$ cat src/rtl/cache_pkg.sv
// Shared types and helpers for the data-cache request adapter.
package cache_pkg;

  localparam int TAG_W    = 20;
  localparam int INDEX_W  = 8;
  localparam int OFFSET_W = 4;

  localparam logic [1:0] SZ_BYTE = 2'd0;
  localparam logic [1:0] SZ_HALF = 2'd1;
  localparam logic [1:0] SZ_WORD = 2'd2;

  typedef struct packed {
    logic       op;
    logic [1:0] addr_lo;
    logic [1:0] size;
    logic       unsgn;
    logic       cancel;
  } req_info_t;

  // size 3 is reserved and behaves as a word
  function automatic logic [31:0] load_extract(
    input logic [31:0] rd,
    input logic [1:0]  lo,
    input logic [1:0]  size,
    input logic        unsgn
  );
    logic [31:0] sh;
    logic        sx;
    sh = rd;
    sx = 1'b0;
    unique case (1'b1)
      size == SZ_BYTE: begin
        sh = rd >> {lo, 3'b000};
        sx = ~unsgn & sh[7];
        sh = {{24{sx}}, sh[7:0]};
      end
      size == SZ_HALF: begin
        sh = rd >> {lo[1], 4'b0000};
        sx = ~unsgn & sh[15];
        sh = {{16{sx}}, sh[15:0]};
      end
      default: sh = rd;
    endcase
    return sh;
  endfunction

endpackage

$ cat src/rtl/cache_req_adapter_fifo.sv
// In-order FIFO of outstanding request descriptors.
// cancel_all marks every resident entry so its response is dropped.
module req_info_fifo
  import cache_pkg::*;
#(
  parameter int DEPTH = 2
) (
  input  logic                   clk,
  input  logic                   rst_n,
  input  logic                   push,
  input  req_info_t              push_data,
  input  logic                   pop,
  input  logic                   cancel_all,
  output req_info_t              head,
  output logic                   full,
  output logic                   empty,
  output logic [$clog2(DEPTH):0] count
);

  localparam int PW = $clog2(DEPTH);
  localparam logic [PW:0] ONE = 1;

  req_info_t     mem_q [DEPTH];
  logic [PW-1:0] wptr_q;
  logic [PW-1:0] rptr_q;
  logic [PW:0]   cnt_q;

  assign head  = mem_q[rptr_q];
  assign full  = cnt_q == DEPTH[PW:0];
  assign empty = cnt_q == '0;
  assign count = cnt_q;

  always_ff @(posedge clk or negedge rst_n) begin
    if (!rst_n) begin
      wptr_q <= '0;
      rptr_q <= '0;
      cnt_q  <= '0;
      for (int i = 0; i < DEPTH; i++)
        mem_q[i] <= '0;
    end else begin
      if (cancel_all)
        for (int i = 0; i < DEPTH; i++)
          mem_q[i].cancel <= 1'b1;
      if (push) begin
        mem_q[wptr_q] <= push_data;
        wptr_q        <= wptr_q + PW'(1);
      end
      if (pop)
        rptr_q <= rptr_q + PW'(1);
      unique case ({push, pop})
        2'b10:   cnt_q <= cnt_q + ONE;
        2'b01:   cnt_q <= cnt_q - ONE;
        default: cnt_q <= cnt_q;
      endcase
    end
  end

endmodule

$ cat src/rtl/cache_req_adapter.sv
// MEM-stage to data-cache request adapter with in-order response alignment.
// Optional CACHE_REQ_FLUSH_EN adds a flush input that cancels in-flight responses.
module cache_req_adapter
  import cache_pkg::*;
#(
  parameter int DEPTH = 2
) (
  input  logic                clk,
  input  logic                resetn,
  input  logic                req_valid,
  input  logic                req_op,
  input  logic [31:0]         req_addr,
  input  logic [1:0]          req_size,
  input  logic                req_unsigned,
  input  logic [31:0]         req_wdata,
  output logic                req_ready,
  output logic                resp_valid,
  output logic                resp_op,
  output logic [31:0]         resp_rdata,
  output logic                valid,
  output logic                op,
  output logic [TAG_W-1:0]    tag,
  output logic [INDEX_W-1:0]  index,
  output logic [OFFSET_W-1:0] offset,
  output logic [3:0]          wstrb,
  output logic [31:0]         wdata,
  input  logic                addr_ok,
  input  logic                data_ok,
`ifdef CACHE_REQ_FLUSH_EN
  input  logic                flush,
`endif
  input  logic [31:0]         rdata
);

  logic      is_half;
  logic      is_word;
  logic      misal;
  logic      flush_w;
  logic      full;
  logic      empty;
  logic      push;
  logic      pop;
  req_info_t head;
  req_info_t entry;
  logic [$clog2(DEPTH):0] fifo_count_unused;

  logic        resp_valid_q, resp_valid_d;
  logic        resp_op_q, resp_op_d;
  logic [31:0] resp_rdata_q, resp_rdata_d;

`ifdef CACHE_REQ_FLUSH_EN
  assign flush_w = flush;
`else
  assign flush_w = 1'b0;
`endif

  assign is_half = req_size == SZ_HALF;
  assign is_word = req_size[1];
  assign misal   = (is_half & req_addr[0])
                 | (is_word & |req_addr[1:0]);

  // misaligned requests are swallowed; the pipeline raises ALE
  assign valid     = req_valid & ~misal & ~full & ~flush_w;
  assign req_ready = ~flush_w
                   & ((valid & addr_ok) | (req_valid & misal));

  assign op     = req_op;
  assign tag    = req_addr[31:12];
  assign index  = req_addr[11:4];
  assign offset = req_addr[3:0];

  always_comb begin
    wstrb = 4'b0000;
    wdata = '0;
    if (req_op) begin
      unique case (1'b1)
        is_word: begin
          wstrb = 4'b1111;
          wdata = req_wdata;
        end
        is_half: begin
          wstrb = 4'b0011 << {req_addr[1], 1'b0};
          wdata = {2{req_wdata[15:0]}};
        end
        default: begin
          wstrb = 4'b0001 << req_addr[1:0];
          wdata = {4{req_wdata[7:0]}};
        end
      endcase
    end
  end

  assign push  = valid & addr_ok;
  assign pop   = data_ok & ~empty;
  assign entry = '{op:      req_op,
                   addr_lo: req_addr[1:0],
                   size:    req_size,
                   unsgn:   req_unsigned,
                   cancel:  1'b0};

  req_info_fifo #(.DEPTH(DEPTH)) u_fifo (
    .clk        (clk),
    .rst_n      (resetn),
    .push       (push),
    .push_data  (entry),
    .pop        (pop),
    .cancel_all (flush_w),
    .head       (head),
    .full       (full),
    .empty      (empty),
    .count      (fifo_count_unused)
  );

  always_comb begin
    resp_valid_d = pop & ~head.cancel & ~flush_w;
    resp_op_d    = resp_op_q;
    resp_rdata_d = resp_rdata_q;
    if (pop) begin
      resp_op_d    = head.op;
      resp_rdata_d = head.op ? '0
                   : load_extract(rdata, head.addr_lo,
                                  head.size, head.unsgn);
    end
  end

  always_ff @(posedge clk or negedge resetn) begin
    if (!resetn) begin
      resp_valid_q <= 1'b0;
      resp_op_q    <= 1'b0;
      resp_rdata_q <= '0;
    end else begin
      resp_valid_q <= resp_valid_d;
      resp_op_q    <= resp_op_d;
      resp_rdata_q <= resp_rdata_d;
    end
  end

  assign resp_valid = resp_valid_q;
  assign resp_op    = resp_op_q;
  assign resp_rdata = resp_rdata_q;

endmodule

$ cat config.mk
export PLATFORM = sky130hd
export DESIGN_NAME = cache_req_adapter
export DESIGN_NICKNAME = d
export VERILOG_FILES = /design/src/rtl/cache_pkg.sv /design/src/rtl/cache_req_adapter_fifo.sv /design/src/rtl/cache_req_adapter.sv
export SDC_FILE = /design/constraint.sdc
export NUM_CORES = 1
export LEC_CHECK = 0
export CAP_MARGIN = 20
export CORE_ASPECT_RATIO = 0.8
export CORE_MARGIN = 10
export CORE_UTILIZATION = 34
export DETAILED_ROUTE_END_ITERATION = 8
export PLACE_DENSITY = 0.74
export SYNTH_ARGS = -nofsm -noshare
export SYNTH_HDL_FRONTEND = slang
export SYNTH_SLANG_ARGS = --single-unit
$ cat constraint.sdc
create_clock -name clk -period 1.9 [get_ports clk]
set_input_delay 0.38 -clock clk [delete_from_list [all_inputs] [get_ports clk]]
set_output_delay 0.38 -clock clk [all_outputs]
set_load 0.02 [all_outputs]
After elaboration in Yosys (flattened, before gate mapping)

Cells that the tools add are included.

Multiplexer cells: 13
Shift operators: 4
$mul: 0
$add $sub $neg: 4
Magnitude comparators: 3
Reductions and logical operators: 5
Divide/modulo/power cells: 0
Bitwise gates (word level): 19
Equality and inequality tests: 5

Operator list:

| cell                                                | number |
|---|---|
| one-hot mux 32 bit (2 select lines)                 | 2 |
| two-way mux 32 bit                                  | 2 |
| right shift 32 x 5 -> 16 bit                        | 1 |
| right shift 32 x 5 -> 8 bit                         | 1 |
| two-way mux 7 bit                                   | 4 |
| bitwise mux 14 bit                                  | 1 |
| bitwise AND 1 bit                                   | 10 |
| one-hot mux 4 bit (2 select lines)                  | 1 |
| demux 7 bit (select 1 bit)                          | 1 |
| == test 2 x 1 -> 1 bit (second input constant)      | 3 |
| inverter 1 bit                                      | 5 |
| == test 2 bit (second input constant)               | 2 |
| >= comparator 2 bit (second input constant)         | 2 |
| zero test 2 bit                                     | 2 |
| two-way mux 4 bit                                   | 1 |
| inverter 1 -> 2 bit                                 | 2 |
| one-hot mux 2 bit (2 select lines)                  | 1 |
| << shifter 1 x 2 -> 4 bit (first input constant)    | 1 |
| << shifter 2 x 2 -> 4 bit (first input constant)    | 1 |
| adder 1 bit (second input constant)                 | 2 |
| adder 2 x 1 -> 2 bit (second input constant)        | 1 |
| < comparator 2 x 1 -> 1 bit (second input constant) | 1 |
| OR 1 bit                                            | 2 |
| nonzero test 2 bit                                  | 1 |
| 3 further kinds                                     | 3 |

Memories kept: 0
Latch bits: 0
Output and inout bits: 105
ROM bits: 0
Word-level logic and storage cells: 69
Bits in registers: 52
Bits in writable memories: 0

Logic depth before layout (Yosys ltp)

Gate-level depths: netlist of run 1.

Word-level depth: 9
Mapped depth: 8

By module

From an unflattened synthesis of run 1, not the netlist that was laid out.

Cells, all modules: 387
Area, all modules: 3649.8 sq um

Modules (own cells, without submodules):

| module            | times used | area an instance (sq um) | cells each | seq. area each (sq um) |
|---|---|---|---|---|
| cache_req_adapter | 1          | 2827.7                   | 330        | 850.8 |
| req_info_fifo     | 1          | 822.0                    | 57         | 450.4 |

Worst setup path before layout of run 1

Ideal clock, no wire load.

Kind: input to output
From: input req_size[0]
To: output wdata[15]
Required time: 1520 ps
Data arrival time: 1664 ps
Setup slack: -144 ps
Path buffers: 2
Stages on the path: 4
Path through: clkbuf_1 > clkbuf_1 > o21ai_1 > a21oi_1

Word-level cells in the longest chain between the ends: 3

RTL lines:

| element                             | line                    | RTL |
|---|---|---|
| from (decl)                         | cache_req_adapter.sv:13 | `input logic [1:0] req_size,` |
| == test 2 x 1 -> 1 bit              | cache_req_adapter.sv:57 | `assign is_half = req_size == SZ_HALF;` |
| one-hot mux 32 bit (2 select lines) | cache_req_adapter.sv:76 | `unique case (1'b1)` |
| two-way mux 32 bit                  | cache_req_adapter.sv:75 | `if (req_op) begin` |
| to (decl)                           | cache_req_adapter.sv:26 | `output logic [31:0] wdata,` |

Every way passes these cells.

Final worst setup path of run 1

From: register u_fifo.rptr_q
To: register resp_rdata_q[27], in the netlist resp_rdata[27]

Word-level cells in the longest chain between the ends: 8

RTL lines:

| element                                                    | line                             | RTL |
|---|---|---|
| from (decl)                                                | cache_req_adapter_fifo.sv:25     | `logic [PW-1:0] rptr_q;` |
| from (signal assigned)                                     | cache_req_adapter_fifo.sv:49     | `rptr_q <= rptr_q + PW'(1);` |
| inverter 1 -> 2 bit (implied by the code) (*)              | cache_req_adapter_fifo.sv:28     | `assign head = mem_q[rptr_q];` |
| two-way mux 7 bit (implied by the code) (*) (3 in a row)   | cache_req_adapter_fifo.sv:28     |  |
| right shift 32 x 5 -> 16 bit, or another cell as far along | cache_pkg.sv:38                  | `sh = rd >> {lo[1], 4'b0000};` |
| bitwise AND 1 bit (on tied branches)                       | cache_pkg.sv:39, cache_pkg.sv:34 |  |
| one-hot mux 32 bit (2 select lines)                        | cache_pkg.sv:31                  | `unique case (1'b1)` |
| two-way mux 32 bit (*)                                     | cache_req_adapter.sv:120         | `resp_rdata_d = head.op ? '0` |
| to (signal assigned)                                       | cache_req_adapter.sv:134         | `resp_rdata_q <= resp_rdata_d;` |
| to (decl)                                                  | cache_req_adapter.sv:49          | `logic [31:0] resp_rdata_q, resp_rdata_d;` |

Every way passes the cells marked *; elsewhere a longest branch is shown, timed or not. The select of a mux whose other input is x is not followed.
A chain may end at the register's enable or synchronous reset.

==> results by group, run 1 <==
Status
  • Outcome: complete, but fails checks
  • Violated checks: negative setup slack

Layout
  • Layout Nets: roughly 650
  • Filler cells: ~890
  • Most frequent cells in the layout: clkdlybuf4s50_1 (102), buf_4 (53), nand2_1 (52), dfrtp_1 (50), o21ai_0 (36)
  • # diodes: 0
  • Area Growth Syn to Fin: 57.83%
  • Fraction of layout cells with a size suffix above 1: 0.2596
  • Final instance area: ~5400 um^2
  • Multi-input logic area: roughly 1800 um^2
  • Most common cell after layout, fill and taps aside: clkdlybuf4s50_1
  • Sequential cell area: ~1300 um^2

Global route
  • Grt total ovfl: 0
  • Initial antenna violation count: 0
  • Global Route Usage Sum: 0.1632
  • Largest net degree at the start of global routing: 34
  • Vias in the first global route: between 3000 and 4000
  • Global-route wire length before repair: 19220 um

Logic synthesis
  • Post-Synth Simple-Gate Area: 0.1368
  • Main combinational cell family by area after synthesis: compound AO/OA/AOI/OAI gates
  • Post-synth EDFFs: 0
  • Register area share after synthesis: 0.3676
  • Post-synthesis sequential element count: 50
  • Synth unique cells: 44
  • Asr flop ratio synth: 1.000
  • Post-synthesis adder-cell area fraction: 0.003676
  • Synth Flop Type: dfrtp_1
  • Multiplexer area fraction after synthesis: 0.1515
  • Post-Synth XOR/XNOR Area: 0.01287
  • Syn_area_per_cell: around 8.9 um^2
  • Synth Warn #: 0
  • Synthesized cell area: between 3000 and 4000 um^2
  • Compound-gate portion of the synthesized area: 0.2107
  • Cells after Synth: 383
  • Post-synth net total: just under 500

Pwr
  • Clock network fraction of total power: 0.140
  • Power, Total: 0.007659 W
  • P_leak: about 2.5 nW
  • Power Density: roughly 1400 nW/um^2
  • Internal: about 0.0045 W
  • Part of the power in registers: 0.239
  • Combinational share of power: 0.620
  • Sw power: 0.003193 W
  • IR drop worst, VDD: about 0.00076 V
  • Sw Ratio: 0.4169

Detailed routing
  • Total number of vias: between 3000 and 4000
  • DR vias/cell: ~5.0
  • # DRC: 0
  • DRT iter0 DRCs: 280
  • Final wirelength: between 10000 and 15000 um
  • Post-DRT Antenna Nets: 0
  • Drt wl/cell: 18.47 um
  • DR pass1 iterations: 5

Timing
  • Fmax: approximately 520 MHz
  • Tmin final: between 1.5 and 2 ns
  • RSZ-0062 raised after global routing: true
  • Final setup violation count: 8
  • Rel. slew slack: 0.7448
  • Worst setup margin: -0.006522 ns
  • Actual slew at the worst max-slew pin: 0.3722 ns
  • Hold slack: 0.004066 ns
  • Fin crit share: 1.003
  • Max Slew Vio Count: 0
  • Clock Skews: 0.003806 ns
  • Final hold vios: 0

Placed design
  • # port buffers: approximately 150
  • Post-place setup slack: -0.7712 ns
  • Area after DPL: 5127 um^2
  • DP Wirelength: about 10000 um
  • Global placer's final weighted congestion: 0.9313

Die
  • Row count: 32
  • Floorplan core area: about 9700 um^2
  • Starting density of the core: 0.3512
  • Die height: 109.5 um
  • Top Ports: 210
  • Die area: around 14000 um^2
  • Die span in x: around 130 um

CTS
  • CTS H-tree lvls: 2
  • CTS tree: done
  • Clock Path Buffers: 2
  • CTS buffer count: 5
  • CTS sink count: 50
  • Clk slew on worst S/H paths: around 0.07 ns
  • Clock Latency Late Sink: 0.29 ns
  • Clock tree root buffer cell: clkbuf_16

Critical path
  • Data arrival, critical path: between 2 and 2.5 ns
  • Launch point of the worst reg-to-reg path: u_fifo.rptr_q
  • R2R depth: 6
  • Slowest CP cell: mux4_2
  • CP Launch Type: register
  • Crit path kind: register to register
  • Crit Path Max Fanout: 11
  • CP bufs+invs: 1
  • Crit end category: register
  • R2r setup slk: -0.007 ns
  • Top delay family on crit path: multiplexers
  • Worst r2r dst: resp_rdata[27]
  • Worst EP required: around 2.1 ns
  • Crit path largest cell delay: a little under 0.6 ns
  • Worst-path cell chain: mux2i_2 -> mux4_2 -> o21ai_4 -> a21o_4 -> buf_12 -> o21ai_2

Run
  • Max Cap Viol: 0

Hold path
  • HP Class: primary input to asynchronous set/reset pin
[worst max path at each step]
| stage | from | endpoint | slack, ns | cells past startpoint |
|---|---|---|---|---|
| 4_1_cts | req_wdata[0] | wdata[16] | 0.009 | 5 |
| 3_5_place_dp | req_size[1] | req_ready | -0.77 | 6 |
| 5_1_grt | u_fifo.rptr_q | resp_rdata[28] | -0.07 | 6 |
| 3_3_place_gp | req_size[1] | req_ready | -0.72 | 6 |
| 2_1_floorplan | u_fifo.rptr_q | resp_rdata[23] | 0.008 | 7 |
| 6_report | u_fifo.rptr_q | resp_rdata[27] | -0.007 | 6 |
[Yosys cell counts, types with 2 or more instances]
library cell  instances  area share
nand2_1              52       0.057
and2_1                8       0.015
a21oi_1              30       0.044
nor3_1                3      0.0044
dfrtp_1              50        0.37
o21ai_2              11       0.028
a221oi_1              4       0.010
nand2b_1              3      0.0055
o31ai_1               2      0.0044
buf_4                34       0.075
nor2b_1              12       0.022
xnor2_1               5       0.013
buf_2                 2      0.0029
a21o_1                4      0.0088
mux2_2               13       0.043
o21ai_1               2      0.0029
clkbuf_1             15       0.017
o211a_1               7       0.021
o21a_1                4      0.0088
mux2i_1              31       0.091
o21ai_0              43       0.063
nor2_1               16       0.018
inv_1                11       0.012
[cell families (layout without fill, tap and decap cells)]
group	count (synthesis)	count (layout)
buf+inv	65	229
flops	50	50
mux	47	47
simple gates	101	101
compound gates	114	114
fa+ha+maj	1	1
xor+xnor	5	5
[cell type report]
type | instances | area share
multi-input combinational | 268 | 0.3410
clock inverter | 2 | 0.007221
inverter | 11 | 0.007687
tap | 136 | 0.03168
clock buffer | 6 | 0.02586
sequential | 50 | 0.2329
timing repair buffer | 210 | 0.3536
[registers in the layout (all words and copies together) (netlist names)]
register,cells
resp_valid,1
resp_op,1
u_fifo.rptr_q,1
u_fifo.mem_q,12
u_fifo.count,2
resp_rdata,32
u_fifo.wptr_q,1
[power groups by stage]
stage	logic, W	registers (W)	clock network (W)
after floorplan	0.00238	0.00211	0
after CTS	0.00443	0.00182	0.00110
after detailed placement	0.00432	0.00184	0
after global routing	0.00510	0.00190	0.00113
after global placement	0.00424	0.00182	0
final	0.00475	0.00183	0.00107
[per-stage QoR]
stage	TNS, ns	util	std cells
4_1_cts	0	0.5451	677
3_3_place_gp	-27.62	0.5292	665
2_1_floorplan	0	-	383
5_1_grt	-0.8104	0.5544	683
6_report	-0.03239	0.5544	683
3_5_place_dp	-30.17	0.5292	665
[repair_timing]
action                                  CTS  global route
cloned                                    0             1
hold buffers                              0             0
buffers inserted                          4             5
endpoints found under the setup margin   68            40
resized for setup                       120            34
pin swaps                                 3             8
[layer usage]
metal | global-route usage | wire length [um]
met5 | 0 | 0
met1 | 0.1986 | 5201
met2 | 0.2889 | 6483
met4 | 0.05230 | 342
met3 | 0.03145 | 590
Note: power is estimated with default switching activity, not from simulation.
==> run 2, diff against run 1 <==
SETUP_SLACK_MARGIN = 0.3   (was unset)
==> run 2 against run 1 <==
Compared with the run above: the run now ends clean; non-clock buffer count increased by 11; via count increased by 2.4%; sequential share of layout area decreased by 2.4 points; maximum frequency increased by 3.1%.
==> results by group, run 2 (same netlist as run 1, synthesis figures left out) <==
Status
  • Outcome: finished, final reports clean

Timing
  • Worst setup margin: 0.04996 ns (+0.05648 ns)
  • Final hold vios: 0 (unchanged)
  • Max Slew Vio Count: 0 (unchanged)
  • Rel. slew slack: 0.5830 (-0.1617)
  • RSZ-0062 raised after global routing: true
  • Tmin final: 1.850 ns (-0.05648 ns)
  • Fin crit share: 0.9737 (-0.02973)
  • Actual slew at the worst max-slew pin: 0.6255 ns (+0.2533 ns)
  • Final setup violation count: 0 (-8)
  • Clock Skews: 0.002533 ns (-0.001274 ns)
  • Final setup TNS: 0 ns (+0.03239 ns)
  • Fmax: 540.5 MHz (+3.1%)

Layout
  • Most frequent cells in the layout: dlygate4sd2_1 (52), buf_4 (51), dfrtp_1 (49), clkdlybuf4s50_1 (42), nand2_1 (40)
  • Area Growth Syn to Fin: 75.88%
  • Layout Nets: 663 (+1.7%)
  • Post-Layout Cell Count: 694 (+1.6%)
  • # diodes: 0 (unchanged)
  • Fraction of layout cells with a size suffix above 1: 0.3996 (+0.1400)
  • Max reg flops: 32 (unchanged)
  • Util after Layout: 0.6178 (+0.06340)
  • Most common cell after layout, fill and taps aside: dlygate4sd2_1

Placed design
  • Post-place setup slack: -0.6761 ns (+0.09509 ns)
  • DP Wirelength: 9656 um (-3.2%)
  • Global placer's final weighted congestion: 0.8176 (-12%)
  • # port buffers: 149 (unchanged)
  • Dpl cells: 666 (+0.15%)

Die
  • Die area: 14440 um^2 (unchanged)
  • Floorplan core area: 9689 um^2 (unchanged)
  • Row count: 32 (unchanged)
  • Starting density of the core: 0.3512 (unchanged)
  • Top Ports: 210 (unchanged)
  • Die height: 109.5 um (unchanged)
  • Die span in x: 131.9 um (unchanged)

Global route
  • Vias in the first global route: 3624 (+4.4%)
  • Largest net degree at the start of global routing: 28 (-18%)
  • Grt total ovfl: 0 (unchanged)
  • Global Route Usage Sum: 0.1653 (+0.002070)
  • Global-route wire length before repair: 19500 um (+1.4%)
  • Initial antenna violation count: 0 (unchanged)

CTS
  • Clock Path Buffers: 2 (unchanged)
  • CTS Hold Buffers Added: 0 (unchanged)
  • CTS tree: done
  • CTS H-tree lvls: 2 (unchanged)
  • Clock Latency Late Sink: 0.29 ns (about the same)
  • CTS sink count: 50 (unchanged)
  • Clock tree root buffer cell: clkbuf_16
  • CTS buffer count: 5 (unchanged)
  • Clk slew on worst S/H paths: 0.07 ns (about the same)

Run
  • Max Cap Viol: 0 (unchanged)

Detailed routing
  • # DRC: 0 (unchanged)
  • Drt wl/cell: 18.94 um (+2.5%)
  • Final wirelength: 13140 um (+4.2%)
  • Total number of vias: 3530 (+2.4%)
  • DR vias/cell: 5.086 (+0.76%)
  • DR pass1 iterations: 5 (unchanged)
  • DRT iter0 DRCs: 229 (-18%)
  • Post-DRT Antenna Nets: 0 (unchanged)

Critical path
  • Worst EP required: 2.07 ns (about the same)
  • Crit Path Max Fanout: 10 (-1)
  • Crit path kind: register to register
  • Crit end category: register
  • CP Launch Type: register
  • Data arrival, critical path: 2.02 ns (-0.07 ns)

Pwr
  • Power Density: 1298 nW/um^2 (-9.0%)
  • P_leak: 2.864 nW (+14%)
  • IR drop worst, VDD: 0.0006524 V (-14%)

Hold path
  • HP Class: primary input to asynchronous set/reset pin
[run 2: changes by cell type in the layout (fill, tap and decap cells not counted), moves of 9 or more]
cell and change:
o21ai_0 -9, buf_2 -14, buf_6 +31, nand2_1 -12, clkdlybuf4s50_1 -60, o21ai_1 +9, nor2_4 +10, dlygate4sd2_1 +33
a21oi_1 -11, nand2_2 +11
[run 2: power breakdown]
group / internal, W / switching [W] / total (W)
sequential: 0.00152 / 0.000374 / 0.00189
clock: 0.000622 / 0.000379 / 0.00100
combinational: 0.00234 / 0.00253 / 0.00487
total: 0.00448 / 0.00328 / 0.00777
[run 2: routing by layer]
| metal | track usage | vias up | wire [um] |
|---|---|---|---|
| met2 | 0.2867 | 147 | 6559 |
| met4 | 0.04041 | 0 | 239 |
| met3 | 0.06381 | 28 | 1124 |
| met5 | 0 | - | 0 |
| met1 | 0.1908 | 1705 | 5219 |
| li1 | - | 1650 | - |
[run 2: repair_timing]
item	CTS	global route
setup buffers	14	4
setup endpoints to repair	121	70
hold endpoints to repair	0	0
resized for setup	299	77
gates cloned	1	1
pin swaps	12	19
[run 2: metrics by stage]
step | hold WS [ns] | power [W] | cell area, um^2
floorplan | 0.08441 | 0.004673 | 3659
global placement | 0.4241 | 0.006301 | 5338
detailed placement | 0.4303 | 0.006389 | 5338
CTS | 0.1278 | 0.007441 | 5700
global route | 0.1405 | 0.008252 | 5986
finish | 0.1080 | 0.007768 | 5986
[run 2: layout make-up]
cell class              instances  area, um^2
fillers                       776        3704
repair buffers                221        2181
multi-input cells             268        2175
flip-flops and latches         50        1252
well taps                     136       170.2
clock buffers                   6       128.9
inverters                      11       41.29
clock inverters                 2       37.54
[run 2: worst paths after layout]
kind / cells past startpoint / end / startpoint / slack, ns
worst max-delay path: 6 / resp_rdata[26] / u_fifo.rptr_q / 0.05
worst min-delay path: 1 / resp_rdata[10] / resetn / 0.11
worst max register to register: 6 / resp_rdata[26] / u_fifo.rptr_q / 0.05
worst min register to register: 2 / resp_rdata[27] / resp_rdata[27] / 0.48
max in group asynchronous: 2 / resp_rdata[18] / resetn / 1.25
min in group clk: 2 / resp_rdata[27] / resp_rdata[27] / 0.48
[run 2: worst max-delay path, cell delays in order (launching register included)]
cell and delay, ns:
dfrtp_2 0.43, mux2i_4 0.27, mux4_2 0.56, o21ai_4 0.09
a21o_4 0.19, buf_12 0.15, o21ai_2 0.05
==> run 3, diff against run 2 <==
ABC_AREA = 0   (was unset)
PLACE_DENSITY = unset   (was 0.74)
PLACE_DENSITY_LB_ADDON = 0.3   (was unset)
==> run 3 against run 2 <==
Compared with the run above: non-clock buffer count grew 8; register-to-register slack lost 0.03 ns; flip-flop and latch count is the same; maximum frequency shrank 1.4%; wire length grew 6.5%; clock skew grew 0.0039 ns; cell count grew 1.4%; critical endpoint is now resp_rdata[5].
==> results by group, run 3 (same netlist as run 1, synthesis figures left out) <==
Timing
  • Tmin final: 1.877 ns (+0.02705 ns)
  • Final hold vios: 0 (unchanged)
  • Clock Skews: 0.006444 ns (+0.003912 ns)
  • Fin crit share: 0.9879 (+0.01424)
  • Final setup TNS: 0 ns (unchanged)
  • Rel. slew slack: 0.6708 (+0.08778)
  • RSZ-0062 raised after global routing: true
  • Max Slew Vio Count: 0 (unchanged)
  • Final setup violation count: 0 (unchanged)
  • Fmax: 532.7 MHz (-1.4%)
  • Actual slew at the worst max-slew pin: 0.4938 ns (-0.1317 ns)

Detailed routing
  • Final wirelength: 14000 um (+6.5%)
  • DRT iter0 DRCs: 241 (+5.2%)
  • Total number of vias: 3565 (+0.99%)
  • # DRC: 0 (unchanged)
  • DR vias/cell: 5.064 (-0.44%)
  • Drt wl/cell: 19.88 um (+5.0%)
  • Post-DRT Antenna Nets: 0 (unchanged)
  • DR pass1 iterations: 4 (-1)

Global route
  • Grt total ovfl: 0 (unchanged)
  • Global-route wire length before repair: 20270 um (+3.9%)
  • Initial antenna violation count: 1 (+1)
  • Largest net degree at the start of global routing: 34 (+21%)
  • Global Route Usage Sum: 0.1736 (+0.008332)
  • Vias in the first global route: 3566 (-1.6%)

CTS
  • CTS H-tree lvls: 2 (unchanged)
  • Clock Latency Late Sink: 0.29 ns (about the same)
  • Clk slew on worst S/H paths: 0.07 ns (about the same)
  • Clock tree root buffer cell: clkbuf_16
  • CTS tree: done
  • CTS buffer count: 5 (unchanged)
  • CTS Hold Buffers Added: 0 (unchanged)
  • Clock Path Buffers: 2 (unchanged)
  • CTS sink count: 50 (unchanged)

Critical path
  • Most common cell on crit path: buf_12
  • Data arrival, critical path: 2.06 ns (+0.04 ns)
  • Crit end category: register
  • R2R depth: 8 (+2)
  • Worst-path cell chain: buf_12 -> buf_12 -> buf_4 -> or3_4 -> a21oi_2 -> buf_6 -> a221oi_2 -> a21o_1
  • Worst EP required: 2.08 ns (about the same)
  • Crit path largest cell delay: 0.44 ns (-0.12 ns)
  • CP Launch Type: register
  • Slowest CP cell: dfrtp_2
  • Crit path kind: register to register
  • Crit Path Max Fanout: 7 (-3)

Layout
  • Most frequent cells in the layout: dlygate4sd2_1 (55), buf_4 (52), dfrtp_1 (49), clkdlybuf4s50_1 (44), buf_6 (39)
  • Most common cell after layout, fill and taps aside: dlygate4sd2_1
  • Layout Nets: 672 (+1.4%)
  • Final instance area: 6213 um^2 (+3.8%)
  • Area Growth Syn to Fin: 82.57%
  • Post-Layout Cell Count: 704 (+1.4%)
  • Filler cells: 751 (-3.2%)
  • Max reg flops: 32 (unchanged)
  • Fraction of layout cells with a size suffix above 1: 0.4533 (+0.05362)

Placed design
  • Area after DPL: 5330 um^2 (-0.14%)
  • Global placer's final weighted congestion: 0.8283 (+1.3%)
  • DP Wirelength: 10050 um (+4.1%)
  • Dpl cells: 665 (-0.15%)
  • # port buffers: 149 (unchanged)

Die
  • Row count: 32 (unchanged)
  • Starting density of the core: 0.3512 (unchanged)
  • Top Ports: 210 (unchanged)
  • Die span in x: 131.9 um (unchanged)
  • Die height: 109.5 um (unchanged)
  • Floorplan core area: 9689 um^2 (unchanged)
  • Die area: 14440 um^2 (unchanged)

Status
  • Outcome: finished, final reports clean

Pwr
  • Power, Total: 0.008430 W (+8.5%)
  • IR drop worst, VDD: 0.0008706 V (+33%)
  • Power Density: 1357 nW/um^2 (+4.5%)
  • P_leak: 2.973 nW (+3.8%)

Run
  • Max Cap Viol: 0 (unchanged)

Hold path
  • HP Class: primary input to asynchronous set/reset pin
==> run 3: area by class of cell <==
class | instances | area [um^2] | area share
Antenna cell | 1 | 2.502 | 0.0004027
Clock buffer | 7 | 132.6 | 0.02135
Clock inverter | 1 | 30.03 | 0.004833
Inverter | 11 | 41.29 | 0.006645
Multi-Input combinational cell | 269 | 2287 | 0.3681
Sequential cell | 50 | 1252 | 0.2016
Tap cell | 136 | 170.2 | 0.02739
Timing Repair Buffer | 229 | 2297 | 0.3697
==> run 3: final timing paths <==
path | endpoint | slack [ns] | start
setup / recovery | resp_rdata[5] | 0.02 | u_fifo.rptr_q
hold / removal | resp_rdata[24] | 0.04 | resetn
setup reg to reg | resp_rdata[5] | 0.02 | u_fifo.rptr_q
hold reg to reg | resp_rdata[27] | 0.47 | resp_rdata[27]
max in group asynchronous | u_fifo.rptr_q | 1.21 | resetn
min in group clk | resp_rdata[27] | 0.47 | resp_rdata[27]
==> run 3: critical path: cells and delay by family (launching register included) <==
| family | cells | cell delay (ns) |
|---|---|---|
| AO/OA/AOI/OAI | 3 | 0.40 |
| buffers and inverters | 4 | 0.56 |
| flip-flops | 1 | 0.44 |
| AND/OR/NAND/NOR | 1 | 0.38 |
==> run 3: layer usage <==
metal	wire length, um	global-route usage	up-vias
met3	684	0.03646	38
met5	0	0	-
met2	7402	0.3145	89
li1	-	-	1669
met1	5544	0.2062	1769
met4	365	0.04913	0
==> run 3: stage by stage <==
| step | setup WS (ns) | hold WS, ns | util |
|---|---|---|---|
| 2_1_floorplan | 0.05415 | 0.08441 | - |
| 3_5_place_dp | -0.6615 | 0.3780 | 0.5501 |
| 4_1_cts | 0.04541 | 0.06350 | 0.6078 |
| 5_1_grt | -0.06527 | 0.07639 | 0.6413 |
| 3_3_place_gp | -0.6283 | 0.3639 | 0.5501 |
| 6_report | 0.02291 | 0.04333 | 0.6413 |
==> run 3: report_power, final <==
part	internal [W]	leakage, nW	switching [W]
clock network	0.000623	0.0781	0.000391
registers	0.00152	0.630	0.000385
logic	0.00269	2.26	0.00282
total	0.00483	2.97	0.00359
==> run 3: what timing repair did <==
item,4_1_cts,5_1_grt
gates resized for setup,340,80
pin swaps,21,28
buffers inserted,13,10
endpoints found under the setup margin,121,74
gates cloned,6,1
